File: src/rtl/mux_arb_pkg.sv
// Shared types and helpers for the four-way round-robin mux arbiter.
package mux_arb_pkg;

  localparam int unsigned NUM_REQ = 4;
  localparam int unsigned SEL_W   = 2;

  typedef enum logic [0:0] {
    IDLE,
    BUSY
  } state_e;

  function automatic logic [NUM_REQ-1:0] onehot4(input logic [SEL_W-1:0] idx);
    return 4'b0001 << idx;
  endfunction

endpackage

File: src/rtl/mux_4to1.sv
// Single-bit 4:1 multiplexer used as the per-bit data path slice.
module mux_4to1 (
  input  logic [3:0] d,
  input  logic [1:0] s,
  output logic       y
);

  assign y = d[s];

endmodule

File: src/rtl/rr_pick4.sv
// Combinational rotate-priority picker: first set request at or after ptr, wrapping.
module rr_pick4
  import mux_arb_pkg::*;
(
  input  logic [NUM_REQ-1:0] req,
  input  logic [SEL_W-1:0]   ptr,
  output logic               any,
  output logic [SEL_W-1:0]   idx
);

  logic             found;
  logic [SEL_W-1:0] cand;

  always_comb begin
    idx   = ptr;
    found = 1'b0;
    cand  = ptr;
    for (int k = 0; k < NUM_REQ; k++) begin
      cand = ptr + SEL_W'(k);
      if (!found && req[cand]) begin
        idx   = cand;
        found = 1'b1;
      end
    end
  end

  assign any = |req;

endmodule

File: src/rtl/mux4_rr_arbiter.sv
// Round-robin arbiter steering a 4:1 data mux, with bounded bursts per grant.
module mux4_rr_arbiter
  import mux_arb_pkg::*;
#(
  parameter int unsigned DATA_W    = 1,
  parameter int unsigned MAX_BURST = 4
) (
  input  logic                      clk,
  input  logic                      rst,
  input  logic [NUM_REQ-1:0]        req,
  input  logic [NUM_REQ*DATA_W-1:0] in_data,
  output logic [NUM_REQ-1:0]        in_ready,
  output logic                      out_valid,
  input  logic                      out_ready,
  output logic [DATA_W-1:0]         out_data,
  output logic [SEL_W-1:0]          sel,
  output logic [NUM_REQ-1:0]        gnt
);

  localparam int unsigned CntW = (MAX_BURST > 1) ? $clog2(MAX_BURST) : 1;
  localparam logic [CntW-1:0] LastBeat = CntW'(MAX_BURST - 1);

  state_e             state_q, state_d;
  logic [NUM_REQ-1:0] gnt_q, gnt_d;
  logic [SEL_W-1:0]   sel_q, sel_d;
  logic [SEL_W-1:0]   ptr_q, ptr_d;
  logic [CntW-1:0]    beat_cnt_q, beat_cnt_d;

  logic             pick_any;
  logic [SEL_W-1:0] pick_idx;
  logic             accept;

  rr_pick4 u_pick (
    .req (req),
    .ptr (ptr_q),
    .any (pick_any),
    .idx (pick_idx)
  );

  always_comb begin
    state_d    = state_q;
    gnt_d      = gnt_q;
    sel_d      = sel_q;
    ptr_d      = ptr_q;
    beat_cnt_d = beat_cnt_q;
    out_valid  = 1'b0;
    accept     = 1'b0;
    unique case (state_q)
      IDLE: begin
        if (pick_any) begin
          state_d    = BUSY;
          sel_d      = pick_idx;
          gnt_d      = onehot4(pick_idx);
          beat_cnt_d = '0;
        end
      end
      BUSY: begin
        out_valid = req[sel_q];
        accept    = out_valid & out_ready;
        // Release on a dropped request or on the last beat of a burst.
        if (!req[sel_q] || (accept && beat_cnt_q == LastBeat)) begin
          state_d    = IDLE;
          gnt_d      = '0;
          ptr_d      = sel_q + 1'b1;
          beat_cnt_d = '0;
        end else if (accept) begin
          beat_cnt_d = beat_cnt_q + 1'b1;
        end
      end
      default: state_d = IDLE;
    endcase
  end

  always_ff @(posedge clk) begin
    if (rst) begin
      state_q    <= IDLE;
      gnt_q      <= '0;
      sel_q      <= '0;
      ptr_q      <= '0;
      beat_cnt_q <= '0;
    end else begin
      state_q    <= state_d;
      gnt_q      <= gnt_d;
      sel_q      <= sel_d;
      ptr_q      <= ptr_d;
      beat_cnt_q <= beat_cnt_d;
    end
  end

  assign in_ready = gnt_q & {NUM_REQ{out_ready}};
  assign sel      = sel_q;
  assign gnt      = gnt_q;

  for (genvar b = 0; b < DATA_W; b++) begin : g_mux
    mux_4to1 u_mux (
      .d ({in_data[3*DATA_W+b], in_data[2*DATA_W+b], in_data[DATA_W+b], in_data[b]}),
      .s (sel_q),
      .y (out_data[b])
    );
  end

endmodule
File: config.mk
export PLATFORM = sky130hd
export DESIGN_NAME = mux4_rr_arbiter
export DESIGN_NICKNAME = d
export VERILOG_FILES = /design/src/rtl/mux_arb_pkg.sv /design/src/rtl/mux_4to1.sv /design/src/rtl/rr_pick4.sv /design/src/rtl/mux4_rr_arbiter.sv
export SDC_FILE = /design/constraint.sdc
export NUM_CORES = 1
export LEC_CHECK = 0
export ABC_AREA = 1
export BUFFER_PORTS_ARGS = -buffer_cell sky130_fd_sc_hd__buf_2
export CORE_MARGIN = 2
export CORE_UTILIZATION = 56
export DETAILED_ROUTE_END_ITERATION = 12
export PLACE_DENSITY = 0.87
export SLEW_MARGIN = 20
export SYNTH_ARGS = -nofsm -noshare
export SYNTH_HDL_FRONTEND = slang
export SYNTH_HIERARCHICAL = 1
export SYNTH_SLANG_ARGS = --single-unit
export TNS_END_PERCENT = 10
File: constraint.sdc
create_clock -name clk -period 2.7 [get_ports clk]
set_input_delay 0 -clock clk [delete_from_list [all_inputs] [get_ports clk]]
set_output_delay 0 -clock clk [all_outputs]
set_load 0.02 [all_outputs]
## Word-level counts from Yosys, hierarchy flattened

Index checks and enable logic that the tools add are counted.

| word-level totals | value |
|---|---|
| bits in registers | 11 |
| RAM bits | 0 |
| output and inout port bits | 12 |
| input bits | 11 |
| logic and storage cells | 66 |
| bits in read-only memories | 0 |
| latch bits | 0 |
| memories | 0 |

| cells by class | value |
|---|---|
| shift-type cells | 1 |
| $add $sub $neg | 5 |
| eq/ne operators | 4 |
| bitwise operators | 3 |
| multiplexer cells | 29 |
| reduce and logical (&&, ||, !) cells | 14 |
| multiply operators | 0 |
| divide/modulo/power cells | 0 |
| $lt $le $gt $ge | 5 |

Operators with widths:

| kind | count |
|---|---|
| $lt 2x3->1 const B | 5 |
| $bmux 1 s2 | 6 |
| $mux 1 | 12 |
| $mux 2 | 6 |
| $mux 4 | 2 |
| $pmux 4 s2 | 1 |
| $reduce_and 2->1 | 4 |
| $add 2x1->2 const B | 3 |
| $add 2x2->2 const B | 2 |
| $and 4x4->4 | 1 |
| $logic_and 1x1->1 | 4 |
| $logic_not 1->1 | 4 |
| $pmux 2 s2 | 1 |
| $reduce_or 4->1 | 1 |
| $shl 1x2->4 const A | 1 |
| $ne 3x1->1 const B | 1 |
| $eq 2x2->1 const B | 1 |
| $ne 2x1->1 const B | 1 |
| $ne 2x2->1 const B | 1 |
| $pmux 1 s2 | 1 |
| $and 1x1->1 | 1 |
| $logic_or 1x1->1 | 1 |
| $not 1->1 | 1 |

## Depth between registers and ports, before layout

| depth | value |
|---|---|
| word-level depth | 15 |
| mapped depth | 14 |
| mapped depth without buffers | 13 |

## By module

The synthesis kept the hierarchy.

By module, submodules not included:

| module | sequential area each (sq um) | instances | cells an instance | area each (sq um) |
|---|---|---|---|---|
| mux4_rr_arbiter | 220.2 | 1 | 88 | 579.3 |
| rr_pick4 | 0.0 | 1 | 62 | 292.8 |
| mux_4to1 | 0.0 | 1 | 13 | 51.3 |

## Worst setup path before layout

No wires, ideal clock.

| path | value |
|---|---|
| kind | reg2reg |
| from | reg ptr_q[0] |
| to | reg gnt_q[2], in the netlist gnt[2] |
| stages on the path, launching flop included | 13 |
| data required time | 2630 ps |
| slack | 1170 ps |
| buffers on the path | 1 |
| setup time | 70 ps |
| period minus slack after synthesis | 1530 ps |
| arrival time | 1460 ps |
| cell sequence | dfxtp_1 buf_6 inv_6 nand2_2 nand2_4 o21ai_1 nand4_2 clkinv_1 nand2_1 nand2_1 nand2_1 or2_1 a21oi_1 |

| between the ends | value |
|---|---|
| longest elaborated chain between the ends | 15 |
| elaborated cells on any way between the ends | 26 |
| classes of those cells | add/sub (3); shift (1); mux (16); reduce/logical (6) |

Ends and longest elaborated chain:

| what | RTL line | source |
|---|---|---|
| start, declared | mux4_rr_arbiter.sv:26 | `logic [SEL_W-1:0] ptr_q, ptr_d;` |
| start signal, assigned | mux4_rr_arbiter.sv:85 | `ptr_q <= ptr_d;` |
| branches (longest 11 deep; another with $add 2x1->2) | -- |  |
| $mux 2 (*) | rr_pick4.sv:20 | `if (!found && req[cand]) begin` |
| named net pick_idx[1] | mux4_rr_arbiter.sv:30 | `logic [SEL_W-1:0] pick_idx;` |
| $shl 1x2->4 (*) | mux_arb_pkg.sv:13 | `return 4'b0001 << idx;` |
| $mux 4 (*) | mux4_rr_arbiter.sv:50 | `if (pick_any) begin` |
| $pmux 4 s2 (*) | mux4_rr_arbiter.sv:48 | `unique case (state_q)` |
| end signal, assigned | mux4_rr_arbiter.sv:83 | `gnt_q <= gnt_d;` |
| end, declared | mux4_rr_arbiter.sv:24 | `logic [NUM_REQ-1:0] gnt_q, gnt_d;` |

Mark *: on every way through the listed nets, which the timed path passes. The select of a mux whose other input is x is not followed.
A chain may end at the register's enable or synchronous reset.

## Worst setup path in the final report

Same ends and word-level chain as after synthesis.

==> run summary <==
CLOCKING
-------------------------------------------------------------------------------------------------
Worst-path clk slew                                                                       0.07 ns
CTS tree                                                                                    built
Clock Latency Late Sink                                                                   0.26 ns
CTS Buf Count                                                                                   3
CTS sink count                                                                                 11
Post-CTS Setup Inserts                                                                          0
Root Buffer Master                                                                   sky130_fd_sc_hd__clkbuf_4
Maximum count of clock buffers along a single path                                              2
Count of H-tree levels built during CTS                                                         1

GLOBAL ROUTING
-------------------------------------------------------------------------------------------------
Overall routing resource usage                                                              24.1%
Number of global-route vias before repair                                                     917
Initial antenna violation count                                                                 0
Maximum number of pins on one net before global-route repair                                   12
Global route total overflow                                                                     0
First-pass GRT wire length                                                                3.62 mm

SYNTHESIS
-------------------------------------------------------------------------------------------------
Cells after Synth                                                                             163
Number of distinct library cell variants in the gate-level netlist after synthesis             23
Cell area after synthesis                                                                923 um^2
Syn nets                                                                                      175
Register bit count reported by yosys                                                           11
Sequential area share after synthesis                                                       23.8%
Syn. warnings                                                                                   6
Post-synthesis area per instance                                                        5.66 um^2

STA
-------------------------------------------------------------------------------------------------
Hold Vio Cnt, Final                                                                             0
Count of final setup violators                                                                  0
Setup total negative slack                                                                   0 ns
Relative max-transition margin                                                              70.3%
Setup repair after global routing missed its margin                                         false
Fmax                                                                                      527 MHz
Smallest hold slack                                                                      0.230 ns
Slew @ Worst Pin                                                                         0.445 ns
Post-route fraction of the period consumed by the critical path                             70.3%
Max-slew violation count                                                                        0
Final worst clock skew                                                                0.000924 ns
Final Critical Period                                                                     1.90 ns

PWR
-------------------------------------------------------------------------------------------------
Reported net switching power                                                             0.393 mW
Total internal power                                                                     0.409 mW
Share of total power in combinational logic                                                 55.2%
P per Cell Area                                                                       744 nW/um^2
Worst IR Drop VDD                                                                      0.000437 V
Pleak                                                                                    0.670 nW
Net switching fraction of the power                                                         49.0%
Clk pwr share                                                                               13.5%
Seq pwr share                                                                               31.3%

FLOORPLANNING
-------------------------------------------------------------------------------------------------
Vert. Die Dim                                                                             44.6 um
Horizontal die dimension                                                                  44.6 um
Number of I/O pins                                                                             23
Starting density of the core                                                                60.6%
Std cell rows                                                                                  14
Total die area                                                                          1990 um^2
Placeable core area                                                                     1520 um^2

CRITICAL PATH
-------------------------------------------------------------------------------------------------
Critical Path RT                                                                          2.89 ns
Arrival time of the worst setup path                                                      2.09 ns
Critical path class                                                                    reg -> reg
Largest fanout on the critical path                                                            11
Critical Path Start Type                                                                 register
Critical Path Sink Type                                                                  register

PLACE
-------------------------------------------------------------------------------------------------
Total of buffers placed on input and output ports                                              22
Post-detail-place hpwl                                                                    1.70 mm
Placer Congestion                                                                           0.859

DETAILED ROUTING
-------------------------------------------------------------------------------------------------
First-pass DRT Iterations                                                                       5
Routed wire length                                                                        2.07 mm
WL/cell                                                                                   10.1 um
Remaining design rule violation count                                                           0
Total via count after detailed routing                                                       1043
Antenna-violating nets left                                                                     0
Vias per Instance                                                                            5.09
Number of design-rule violations left by the first detailed-router iteration                   25

MIN PATH
-------------------------------------------------------------------------------------------------
Class of the worst hold path                                                            in -> reg

RUN STATUS
-------------------------------------------------------------------------------------------------
Run status                                                                           finished, final reports clean

FINISH
-------------------------------------------------------------------------------------------------
Area overhead of the layout relative to synthesis                                           16.8%
Number of nets in the layout                                                                  202
Share of post-route cells with drive strength above 1                                       22.2%
Count of antenna diodes in the layout                                                           0

FLOW RUN
-------------------------------------------------------------------------------------------------
Number of maximum-capacitance violations                                                        0

==> repair_timing <==
action | CTS | global route
hold buffers | 1 | 0
gates resized for setup | 0 | 0
hold endpoints to repair | 6 | 0
==> kinds of logic after synthesis <==
logic type / synth area share, %
AOI/OAI and AO/OA: 5.69
xor gates and xnor gates: 1.90
adders and majority gates: 1.35
buffers and inverters: 14.8
DFF: 23.8
and+or+nand+nor: 52.4
==> state kept, by name, summed over array words and instances (netlist names) <==
name        flops
state_q         1
gnt             4
sel             2
ptr_q           2
beat_cnt_q      2
==> worst max-delay path: stages (launching register included) <==
cell and delay [ns]:
sky130_fd_sc_hd__dfxtp_1 0.60, sky130_fd_sc_hd__nand2_1 0.17, sky130_fd_sc_hd__nand2_4 0.13, sky130_fd_sc_hd__nand2_1 0.05, sky130_fd_sc_hd__nand2_1 0.07, sky130_fd_sc_hd__nand3_1 0.11
sky130_fd_sc_hd__nand3_1 0.12, sky130_fd_sc_hd__nand3_1 0.07, sky130_fd_sc_hd__nand2_1 0.09, sky130_fd_sc_hd__nand2_1 0.07, sky130_fd_sc_hd__or2_1 0.21, sky130_fd_sc_hd__a21oi_1 0.13
==> placed cells by master, fill, tap and decap left out <==
| cell type | netlist | routed |
|---|---|---|
| sky130_fd_sc_hd__a211oi_1 | 1 | 1 |
| sky130_fd_sc_hd__a21oi_1 | 6 | 6 |
| sky130_fd_sc_hd__buf_2 | 0 | 22 |
| sky130_fd_sc_hd__clkbuf_1 | 0 | 1 |
| sky130_fd_sc_hd__clkbuf_4 | 0 | 3 |
| sky130_fd_sc_hd__clkinv_1 | 1 | 1 |
| sky130_fd_sc_hd__dfxtp_1 | 11 | 11 |
| sky130_fd_sc_hd__dlygate4sd3_1 | 0 | 1 |
| sky130_fd_sc_hd__ha_1 | 1 | 1 |
| sky130_fd_sc_hd__inv_1 | 28 | 28 |
| sky130_fd_sc_hd__inv_2 | 2 | 2 |
| sky130_fd_sc_hd__inv_6 | 1 | 1 |
| sky130_fd_sc_hd__nand2_1 | 63 | 63 |
| sky130_fd_sc_hd__nand2_2 | 8 | 8 |
| sky130_fd_sc_hd__nand2_4 | 2 | 2 |
| sky130_fd_sc_hd__nand3_1 | 15 | 15 |
| sky130_fd_sc_hd__nand3_2 | 2 | 2 |
| sky130_fd_sc_hd__nand4_1 | 2 | 2 |
| sky130_fd_sc_hd__nand4_2 | 1 | 1 |
| sky130_fd_sc_hd__nor2_1 | 10 | 10 |
| sky130_fd_sc_hd__nor2_2 | 1 | 1 |
| sky130_fd_sc_hd__nor3_1 | 1 | 1 |
| sky130_fd_sc_hd__o21ai_0 | 2 | 2 |
| sky130_fd_sc_hd__o21ai_1 | 1 | 1 |
| sky130_fd_sc_hd__or2_1 | 1 | 1 |
| sky130_fd_sc_hd__xor2_1 | 2 | 2 |
==> path summary, 6_finish.rpt <==
kind	start	endpoint	slack [ns]	cells after the start
worst max-delay path	ptr_q[0]$_SDFFE_PP0P_	gnt[2]$_SDFFE_PP0P_	0.80	11
worst min-delay path	out_ready	beat_cnt_q[1]$_SDFFE_PP0P_	0.23	6
worst max register to register	ptr_q[0]$_SDFFE_PP0P_	gnt[2]$_SDFFE_PP0P_	0.80	11
worst min register to register	beat_cnt_q[1]$_SDFFE_PP0P_	beat_cnt_q[1]$_SDFFE_PP0P_	0.49	2
==> power by group through the flow <==
stage	logic (mW)	registers, mW	clock network, mW
4_1_cts	0.444	0.251	0.114
2_1_floorplan	0.324	0.267	0
6_report	0.443	0.251	0.108
3_3_place_gp	0.425	0.253	0
5_1_grt	0.503	0.259	0.122
3_5_place_dp	0.441	0.255	0
==> per-stage QoR <==
stage | util (%) | area [um^2] | setup WS, ns | power, mW | std cells
after global placement | 68.4 | 1040 | 0.929 | 0.678 | 200
after CTS | 70.8 | 1080 | 0.819 | 0.809 | 205
after floorplan | - | 923 | 1.17 | 0.591 | 163
after detailed placement | 68.4 | 1040 | 0.843 | 0.695 | 200
after global routing | 70.8 | 1080 | 0.654 | 0.884 | 205
final | 70.8 | 1080 | 0.803 | 0.802 | 205
==> Yosys cell counts (all sizes together) <==
cell type	count	area share [%]
nand2	73	33
inv	31	13
nand3	17	10
dfxtp	11	24
nor2	11	4.7
a21oi	6	3.3
nand4	3	2.7
o21ai	3	1.6
xor2	2	1.9
a211oi	1	0.81
buf	1	1.2
clkinv	1	0.41
ha	1	1.4
nor3	1	0.54
or2	1	0.68
==> metal layers <==
metal / up-vias / global-route usage, % / wire length [um]
li1: 551 / - / -
met1: 458 / 30.9 / 926
met2: 32 / 41.7 / 1020
met3: 2 / 3.67 / 108
met4: 0 / 6.06 / 6
met5: - / 0 / 0
==> cell type report <==
type / instances / area [um^2]
clock buffer: 4 / 26.3
fill: 146 / 445
inverter: 32 / 125
multi-input combinational: 119 / 567
sequential: 11 / 220
tap: 16 / 20.0
timing repair buffer: 23 / 120
Power figures use the tool's default switching activity.
